===== src/rtl/ide_timing_pkg.sv =====
// Shared state encoding, per-mode phase timing and mode clamping
// for the RIPPLE IDE PIO sequencer.
package ide_timing_pkg;

  typedef enum logic [2:0] {IDLE, SETUP, ACTIVE, WAIT_END, HOLD, RECOVER} ide_state_t;

  // Phase lengths in CLK7M cycles: T1 setup, T2 strobe, TR recovery.
  localparam int unsigned T1_MODE0 = 1;
  localparam int unsigned T2_MODE0 = 3;
  localparam int unsigned TR_MODE0 = 2;
  localparam int unsigned T1_MODE1 = 1;
  localparam int unsigned T2_MODE1 = 2;
  localparam int unsigned TR_MODE1 = 1;
  localparam int unsigned T1_MODE2 = 1;
  localparam int unsigned T2_MODE2 = 1;
  localparam int unsigned TR_MODE2 = 1;

  // Down-counter load values (phase length - 1).
  typedef struct packed {
    logic [1:0] t1;
    logic [1:0] t2;
    logic [1:0] tr;
  } phase_load_t;

  function automatic logic [1:0] len_to_load(input int unsigned len);
    return 2'(len - 1);
  endfunction

  function automatic phase_load_t timing_of(input logic [1:0] m);
    phase_load_t t;
    case (m)
      2'd0:    t = '{t1: len_to_load(T1_MODE0), t2: len_to_load(T2_MODE0), tr: len_to_load(TR_MODE0)};
      2'd1:    t = '{t1: len_to_load(T1_MODE1), t2: len_to_load(T2_MODE1), tr: len_to_load(TR_MODE1)};
      default: t = '{t1: len_to_load(T1_MODE2), t2: len_to_load(T2_MODE2), tr: len_to_load(TR_MODE2)};
    endcase
    return t;
  endfunction

  function automatic logic [1:0] clamp_mode(input logic [2:0] req_mode, input int unsigned max_mode);
    int unsigned lim;
    int unsigned m;
    lim = (max_mode > 2) ? 2 : max_mode;
    m   = 32'(req_mode);
    return 2'((m > lim) ? lim : m);
  endfunction

endpackage


===== src/rtl/ide_phase_counter.sv =====
// 2-bit loadable down-counter timing one sequencer phase; holds at zero.
module ide_phase_counter (
  input  logic       clk,
  input  logic       rst,
  input  logic       load,
  input  logic [1:0] load_value,
  output logic [1:0] value,
  output logic       zero
);

  always_ff @(posedge clk) begin
    if (rst) begin
      value <= '0;
    end else if (load) begin
      value <= load_value;
    end else if (value != '0) begin
      value <= value - 2'd1;
    end
  end

  assign zero = (value == '0);

endmodule


===== src/rtl/ide_pio_sequencer.sv =====
// Sequences one IDE PIO register cycle (setup/strobe/hold/recovery) per
// Zorro II request, driving both channels' chip selects and shared strobes.
module ide_pio_sequencer
  import ide_timing_pkg::*;
#(
  parameter int unsigned MAX_MODE = 2
) (
  input  logic       CLK,
  input  logic       RESET,
  input  logic       req,
  input  logic       rw,
  input  logic       port_sel,
  input  logic       cs_sel,
  input  logic       cfg_we,
  input  logic [2:0] cfg_mode,
  output logic [1:0] IDE1_CS_n,
  output logic [1:0] IDE2_CS_n,
  output logic       IOR_n,
  output logic       IOW_n,
  output logic       dtack,
  output logic       busy,
  output logic [1:0] mode
);

  ide_state_t  state, state_n;
  logic        rw_q, rw_n;
  logic [1:0]  sel_q, sel_n;
  logic [1:0]  t2_q, t2_n, tr_q, tr_n;
  logic        abort_q, abort_n;
  logic        start;
  phase_load_t tim_now;

  logic        cnt_load;
  logic [1:0]  cnt_load_value;
  logic [1:0]  cnt_value;
  logic        cnt_zero;

  logic        cs_on;
  logic [3:0]  cs_n_next;
  logic        ior_next, iow_next, dtack_next;

  ide_phase_counter u_phase_counter (
    .clk        (CLK),
    .rst        (RESET),
    .load       (cnt_load),
    .load_value (cnt_load_value),
    .value      (cnt_value),
    .zero       (cnt_zero)
  );

  always_comb begin
    state_n        = state;
    rw_n           = rw_q;
    sel_n          = sel_q;
    t2_n           = t2_q;
    tr_n           = tr_q;
    abort_n        = abort_q;
    cnt_load       = 1'b0;
    cnt_load_value = '0;
    tim_now        = timing_of(mode);
    // The final RECOVER clock doubles as the IDLE sampling point so a
    // back-to-back request starts exactly TR clocks after HOLD.
    start = req && (state == IDLE || (state == RECOVER && cnt_zero));

    case (state)
      IDLE: ;
      SETUP, ACTIVE: begin
        if (!req) begin
          state_n = HOLD;
          abort_n = 1'b1;
        end else if (cnt_zero) begin
          if (state == SETUP) begin
            state_n        = ACTIVE;
            cnt_load       = 1'b1;
            cnt_load_value = t2_q;
          end else begin
            state_n = rw_q ? WAIT_END : HOLD;
          end
        end
      end
      WAIT_END: begin
        if (!req) begin
          if (rw_q) begin
            state_n = HOLD;
          end else begin
            state_n        = RECOVER;
            cnt_load       = 1'b1;
            cnt_load_value = tr_q;
          end
        end
      end
      HOLD: begin
        if (rw_q || abort_q) begin
          state_n        = RECOVER;
          cnt_load       = 1'b1;
          cnt_load_value = tr_q;
        end else begin
          state_n = WAIT_END;
        end
      end
      RECOVER: if (cnt_zero) state_n = IDLE;
      default: state_n = IDLE;
    endcase

    if (start) begin
      state_n        = SETUP;
      rw_n           = rw;
      sel_n          = {port_sel, cs_sel};
      t2_n           = tim_now.t2;
      tr_n           = tim_now.tr;
      abort_n        = 1'b0;
      cnt_load       = 1'b1;
      cnt_load_value = tim_now.t1;
    end

    cs_on      = state_n inside {SETUP, ACTIVE, WAIT_END, HOLD};
    cs_n_next  = cs_on ? ~(4'b0001 << sel_n) : '1;
    ior_next   = !(rw_n && (state_n == ACTIVE || state_n == WAIT_END));
    iow_next   = !(!rw_n && state_n == ACTIVE);
    dtack_next = (state_n == WAIT_END);
  end

  always_ff @(posedge CLK) begin
    if (RESET) begin
      state     <= IDLE;
      rw_q      <= 1'b0;
      sel_q     <= '0;
      t2_q      <= '0;
      tr_q      <= '0;
      abort_q   <= 1'b0;
      mode      <= '0;
      IDE1_CS_n <= '1;
      IDE2_CS_n <= '1;
      IOR_n     <= 1'b1;
      IOW_n     <= 1'b1;
      dtack     <= 1'b0;
      busy      <= 1'b0;
    end else begin
      state   <= state_n;
      rw_q    <= rw_n;
      sel_q   <= sel_n;
      t2_q    <= t2_n;
      tr_q    <= tr_n;
      abort_q <= abort_n;
      if (cfg_we) mode <= clamp_mode(cfg_mode, MAX_MODE);
      {IDE2_CS_n, IDE1_CS_n} <= cs_n_next;
      IOR_n <= ior_next;
      IOW_n <= iow_next;
      dtack <= dtack_next;
      busy  <= (state_n != IDLE);
    end
  end

  a_strobe_len: assert property (@(posedge CLK) disable iff (RESET)
    (state == ACTIVE) |-> (cnt_value <= t2_q));

endmodule

===== config.mk =====
export PLATFORM = sky130hd
export DESIGN_NAME = ide_pio_sequencer
export DESIGN_NICKNAME = d
export VERILOG_FILES = /design/src/rtl/ide_timing_pkg.sv /design/src/rtl/ide_phase_counter.sv /design/src/rtl/ide_pio_sequencer.sv
export SDC_FILE = /design/constraint.sdc
export NUM_CORES = 1
export LEC_CHECK = 0
export ABC_AREA = 1
export BUFFER_PORTS_ARGS = -buffer_cell sky130_fd_sc_hd__clkbuf_2
export CAP_MARGIN = 0
export CORE_UTILIZATION = 55
export CTS_BUF_LIST = sky130_fd_sc_hd__clkbuf_8
export DETAILED_ROUTE_END_ITERATION = 7
export GPL_TIMING_DRIVEN = 0
export PLACE_DENSITY = 0.88
export SYNTH_ARGS = -nofsm -noshare
export SYNTH_HDL_FRONTEND = slang
export SYNTH_SLANG_ARGS = --single-unit
export TNS_END_PERCENT = 20

===== constraint.sdc =====
create_clock -name CLK -period 4.55 [get_ports CLK]
set_input_delay 0.91 -clock CLK [delete_from_list [all_inputs] [get_ports CLK]]
set_output_delay 0.91 -clock CLK [all_outputs]
set_load 0.02 [all_outputs]

==> results of run 1 <==
==> worst max path at each step <==
stage | start | to | slack, ps | cells past startpoint
global route | req | IDE1_CS_n[0] | 2540 | 9
floorplan | req | IDE1_CS_n[0] | 2790 | 8
global placement | req | IDE2_CS_n[1] | 2500 | 9
finish | req | IDE2_CS_n[0] | 2700 | 9
CTS | req | IDE2_CS_n[1] | 2690 | 9
detailed placement | req | IDE2_CS_n[1] | 2440 | 9
==> cell type report <==
| class | count | area, µm² |
|---|---|---|
| buffer | 2 | 12.5 |
| inverter | 24 | 90.1 |
| sequential | 21 | 420 |
| timing repair buffer | 18 | 90.1 |
| fill | 150 | 539 |
| clock buffer | 3 | 41.3 |
| clock inverter | 1 | 3.75 |
| tap | 25 | 31.3 |
| multi-input combinational | 101 | 536 |
==> power breakdown <==
part	switching, W	internal (W)
sequential	0.0000350	0.000237
clock	0.0000597	0.0000601
combinational	0.000309	0.000154
==> logic make-up after synthesis <==
group | share of synthesized area [%]
compound gates | 11.8
simple gates | 37.6
flops | 39.7
fa+ha+maj | 1.18
buf+inv | 9.69
==> worst max-delay path, cell delays in order <==
cell and delay (ps):
clkbuf_2 140, inv_2 90, nor2_1 60, nand2_1 90, nand2_1 60, nor2_1 130, nand3_2 170, o21ai_2 240
nand3_1 100
==> synthesized netlist by cell type <==
cell type  instances  share of area, %
a21oi_1            4               1.9
a21oi_2            1              0.83
buf_4              1              0.71
clkbuf_2           1              0.47
dfxtp_1           21                40
ha_1               1               1.2
inv_1             16               5.7
inv_2              8               2.8
nand2_1           30                11
nand2_2            4               2.4
nand2_4            1               1.1
nand3_1           12               5.7
nand3_2            2               1.9
nand3_4            1               1.7
nand3b_1           1              0.71
nand3b_2           1               1.1
nand4_1            1              0.59
nor2_1            24               8.5
nor2_2             3               1.8
nor3_1             1              0.47
o21ai_0            4               1.9
o21ai_1            1              0.47
o21ai_2            5               4.1
o21bai_4           1               1.8
o32ai_1            1              0.83
or2_0              1              0.59
or2_1              1              0.59
==> layout by cell type (no fill, tap or decap) <==
master and n:
ha_1 1, o21ai_2 5, o21ai_1 1, nor3_1 1, nor2_2 3, inv_2 8
a21oi_2 1, or2_1 1, nand3b_1 1, o21bai_4 1, o21ai_0 4, inv_1 17
nand3b_2 1, nor2_1 24, nand3_1 12, dfxtp_1 21, clkbuf_2 19, o32ai_1 1
clkbuf_8 3, nand2_4 1, buf_4 1, nand2_2 4, or2_0 1, a21oi_1 4
nand3_2 2, nand4_1 1, nand3_4 1, nand2_1 30
==> stage by stage <==
stage | hold slack, ps | power (W)
after floorplan | 425 | 0.000636
after global placement | 437 | 0.000706
after detailed placement | 445 | 0.000734
after CTS | 469 | 0.000853
after global routing | 485 | 0.000929
final | 469 | 0.000855
==> metal layers <==
| metal | share of wire [%] | track usage [%] |
|---|---|---|
| met5 | 0 | 0 |
| met4 | 4.0 | 15.3 |
| met3 | 4.0 | 3.57 |
| met2 | 49 | 44.2 |
| met1 | 43 | 31.6 |
==> registers in the layout, indices dropped and copies added (netlist names), 2 cells and up <==
name / count
state: 3
IDE1_CS_n: 2
IDE2_CS_n: 2
mode: 2
sel_q: 2
u_phase_counter.value: 2
==> results.sh, run 1 <==
export IMPL_status="finished clean"
export IMPL_r2r_start="u_phase_counter.value[0]"
export IMPL_hold_path_class="reg -> reg"
export IMPL_dp_slack_ps=2440
export IMPL_cap_violations=0
export IMPL_htree_levels=1
export IMPL_cp_start_kind="primary input"
export IMPL_holdPathStages=2
export IMPL_grt_max_degree=12
export IMPL_fmax_mhz=541
export IMPL_p_leak_nw=0.604
export IMPL_postCtsSetupRepairBufs=0
export IMPL_end_kind="flip-flop"
export IMPL_peakVddDrop_mv=0.426
export IMPL_drtIter0Drc=27
export IMPL_crit_fanout=5
export IMPL_cts_resized=0
export IMPL_r2r_slack_ps=2850
export IMPL_port_buffers=18
export IMPL_reg2reg_depth=9
export IMPL_clock_path_buffers=2
export IMPL_drive_gt1_share_pct=29.4
export IMPL_slew_violations=0
export IMPL_dpl_cell_count=191
export IMPL_post_dp_hpwl_um=1730
export IMPL_clkTransAtPathRegs_ps=80
export IMPL_insertion_delay_ps=260
export IMPL_required_ps=4690
export IMPL_ys_seq_area_share_pct=39.7
export IMPL_p_per_area_nw_per_um2=698
export IMPL_coreArea_um2=1760
export IMPL_antenna_found_initial=0
export IMPL_ios=20
export IMPL_clock_sinks=21
export IMPL_synthCells=148
export IMPL_grt_usage_pct=26.3
export IMPL_drc=0
export IMPL_diodes=0
export IMPL_avgSynthCellArea_um2=7.15
export IMPL_rsz0062_at_grt="no"
export IMPL_gp_congestion=0.893
export IMPL_fin_skew_ps=3.85
export IMPL_stdcell_area_um2=1220
export IMPL_setup_slack_ps=2700
export IMPL_gr_total_overflow=0
export IMPL_criticalPathCategory="in -> reg"
export IMPL_postRouteAntennaNets=0
export IMPL_die_area_um2=2100
export IMPL_avgRoutedWirePerCell_um=11.6
export IMPL_num_vias=1004
export IMPL_die_w_um=45.9
export IMPL_grt_pass1_vias=929
export IMPL_ctsHoldBuffers=0
export IMPL_period_minus_slack_ps=1850
export IMPL_syn_nets=159
export IMPL_synth_cell_types=27
export IMPL_layout_nets=182
export IMPL_cts_root_buf="clkbuf_8"
export IMPL_rr_endpoint="IDE2_CS_n[0]"
export IMPL_maxSlewHeadroom_pct=81.3
export IMPL_area_delta_synth_final_pct=15.7
export IMPL_cts_tree="done"
export IMPL_cts_buffers=3
export IMPL_tightest_slew_ps=280
export IMPL_rows=15
export IMPL_fin_setup_tns_ps=0
export IMPL_first_pass_iters=4
export IMPL_placed_area_um2=1180
export IMPL_period_share_pct=40.6
export IMPL_synth_seq_cells=21
export IMPL_synth_area_um2=1060
export IMPL_whs_endpoint="abort_q"
export IMPL_arrival_ps=1990
export IMPL_yosysWarnings=0
export IMPL_setup_viol=0
export IMPL_holdCritStartpoint="abort_q"
export IMPL_start_util_pct=60.0
export IMPL_die_y_um=45.9
export IMPL_finalHoldViolCount=0
export IMPL_viasPerCell=5.15
export IMPL_final_util_pct=69.4
export IMPL_grt_pass1_wl_um=3880
export IMPL_final_cells=195
export IMPL_routed_wl_um=2250
(Power assumes the default switching activity.)
==> run 2, diff against run 1 <==
- ABC_AREA: 1 -> 0
- CORE_UTILIZATION: 55 -> 50
- PLACE_DENSITY: 0.88 -> 0.86
- clock period: 4.55 -> 1.6 ns (I/O delays scaled with it)
==> run 2 against run 1 <==
Net effect:
- die area is 0.74% higher
- count of clock-buffer cells in the layout stayed put
- sequential share of layout area is 0.25 points lower
- clock power grew to 2.7 times the previous value
- critical path depth is 3 lower
==> results.sh, run 2 <==
export IMPL_synth_edf_count=0
export IMPL_drtIter0Drc=20
export IMPL_syn_nets=120
export IMPL_coreArea_um2=1760
export IMPL_hold_path_class="in -> reg"
export IMPL_end_kind="flip-flop"
export IMPL_cts_buffers=3
export IMPL_grt_max_degree=12
export IMPL_ios=20
export IMPL_gr_total_overflow=0
export IMPL_status="finished clean"
export IMPL_drc=0
export IMPL_arrival_ps=1690
export IMPL_setup_viol=0
export IMPL_crit_fanout=10
export IMPL_die_area_um2=2120
export IMPL_synthArstFlopShare_pct=0
export IMPL_placed_area_um2=1110
export IMPL_tightest_slew_ps=438
export IMPL_rows=15
export IMPL_synth_flop_cell="dfxtp_1"
export IMPL_antenna_found_initial=0
export IMPL_period_share_pct=97.3
export IMPL_avgRoutedWirePerCell_um=12.4
export IMPL_finalHoldViolCount=0
export IMPL_gp_congestion=0.878
export IMPL_grt_pass1_wl_um=3050
export IMPL_final_cell_mix="19 x dfxtp_1, 19 x clkbuf_2, 13 x nor2_1"
export IMPL_postRouteAntennaNets=0
export IMPL_grt_usage_pct=20.5
export IMPL_multi_input_comb_area_um2=541
export IMPL_critPathMaxStageDelay_ps=320
export IMPL_fill_cells=152
export IMPL_worst_path_max_delay_cell="dfxtp_1"
export IMPL_htree_levels=1
export IMPL_cts_tree="done"
export IMPL_peakVddDrop_mv=0.885
export IMPL_p_leak_nw=0.500
export IMPL_yosysMostFrequentCell="dfxtp_1"
export IMPL_synth_seq_cells=21
export IMPL_slew_violations=0
export IMPL_clock_path_buffers=2
export IMPL_yosys_area_top_type="dfxtp_1"
export IMPL_clkTransAtPathRegs_ps=70
export IMPL_ys_seq_area_share_pct=43.4
export IMPL_diodes=0
export IMPL_period_minus_slack_ps=1560
export IMPL_ys_top_cells_by_count="21 x dfxtp_1, 16 x nor2_1, 9 x a21oi_1"
export IMPL_area_delta_synth_final_pct=28.0
export IMPL_viasPerCell=5.46
export IMPL_register_area_um2=423
export IMPL_cap_violations=0
export IMPL_cts_root_buf="clkbuf_8"
export IMPL_largest_reg_flops=3
export IMPL_first_pass_iters=4
export IMPL_avgSynthCellArea_um2=8.90
export IMPL_cp_start_kind="flip-flop"
export IMPL_port_buffers=19
export IMPL_regMostFlops="state"
export IMPL_post_dp_hpwl_um=1380
export IMPL_stdcell_area_um2=1240
export IMPL_p_per_area_nw_per_um2=1240
export IMPL_insertion_delay_ps=250
export IMPL_required_ps=1730
export IMPL_routed_wl_um=2030
export IMPL_fmax_mhz=643
export IMPL_rsz0062_at_grt="yes"
export IMPL_yosysWarnings=0
export IMPL_synth_area_leaders="dfxtp_1 43%, nor2_1 6.2%, a21oi_1 4.6%"
export IMPL_path_cells="clkbuf_4 > and2b_2 > o21ai_4 > mux2i_2 > nor2b_1 > nand4_1"
export IMPL_synthCells=109
export IMPL_synth_area_um2=970
export IMPL_synth_cell_types=41
export IMPL_drive_gt1_share_pct=37.4
export IMPL_criticalPathCategory="reg -> reg"
export IMPL_maxSlewHeadroom_pct=70.8
export IMPL_start_util_pct=55.0
export IMPL_grt_pass1_vias=726
export IMPL_fin_skew_ps=2.55
export IMPL_synth_top_area_share_pct=43.4
export IMPL_layout_nets=151
export IMPL_die_w_um=46.0
export IMPL_die_y_um=46.0
export IMPL_final_util_pct=70.4
export IMPL_num_vias=895
export IMPL_clock_sinks=21
run 2: cell count changes in the layout (fill, tap and decap cells not counted), moves of 7 or more:
cell	previous run	this run
nand3_1	12	2
nor2_1	24	13
inv_1	17	2
nand2_1	30	5
buf_4	1	8
run 2: worst max-delay path, delay by kind of cell, from the launching register on:
| family | cells | cell delay (ps) |
|---|---|---|
| simple gates | 3 | 540 |
| buf+inv | 1 | 200 |
| flops | 1 | 320 |
| compound gates | 1 | 80 |
| mux | 1 | 300 |
run 2: path summary, 6_finish.rpt:
kind	startpoint	to	slack [ps]	cells after the start
setup / recovery	state[1]	IDE1_CS_n[0]	40	6
hold / removal	cfg_we	mode[1]	280	2
setup reg to reg	state[1]	IDE1_CS_n[0]	40	6
hold reg to reg	t2_q[0]	u_phase_counter.value[0]	450	2
run 2: layout make-up:
| type | count | area share (%) |
|---|---|---|
| Timing Repair Buffer | 27 | 12.9 |
| Inverter | 4 | 1.21 |
| Sequential cell | 21 | 34.1 |
| Tap cell | 25 | 2.52 |
| Clock inverter | 1 | 0.302 |
| Buffer | 4 | 2.12 |
| Clock buffer | 3 | 3.33 |
| Multi-Input combinational cell | 79 | 43.5 |
run 2: what timing repair did:
item                                    CTS  global route
pin swaps                                 1             3
buffers inserted                          3             5
endpoints found under the setup margin    5             7
hold buffers                              0             0
gates resized for setup                   0            10
run 2: logic make-up (layout without fill, tap and decap cells):
group / count (synthesis) / in the layout / share of synthesized area (%)
xor+xnor: 1 / 1 / 0.903
compound gates: 24 / 24 / 18.5
mux: 3 / 3 / 3.10
fa+ha+maj: 1 / 1 / 1.29
simple gates: 50 / 50 / 28.3
buf+inv: 9 / 39 / 4.64
flops: 21 / 21 / 43.4
run 2: through the flow:
| stage | worst slack (ps) | hold slack, ps | instances | total power, W | TNS (ps) |
|---|---|---|---|---|---|
| 2_1_floorplan | 1.13 | 399 | 109 | 0.00102 | 0 |
| 3_5_place_dp | -160 | 445 | 153 | 0.00113 | -324 |
| 5_1_grt | -73.6 | 302 | 164 | 0.00164 | -178 |
| 3_3_place_gp | -130 | 436 | 153 | 0.00112 | -211 |
| 4_1_cts | 28.3 | 274 | 159 | 0.00147 | 0 |
| 6_report | 43.7 | 277 | 164 | 0.00154 | 0 |
run 2: per-layer routing:
metal  vias to the layer above  share of wire, %  track usage, %
met5                         -                 0               0
met4                         0               1.1            10.0
met3                         4               5.7            4.37
met2                        34                49            31.8
met1                       409                44            26.8
li1                        448                 -               -
run 2: power breakdown:
group          total, W  internal [W]  switching (W)
sequential     0.000619      0.000589      0.0000309
combinational  0.000592      0.000266       0.000326
clock          0.000328      0.000171       0.000157
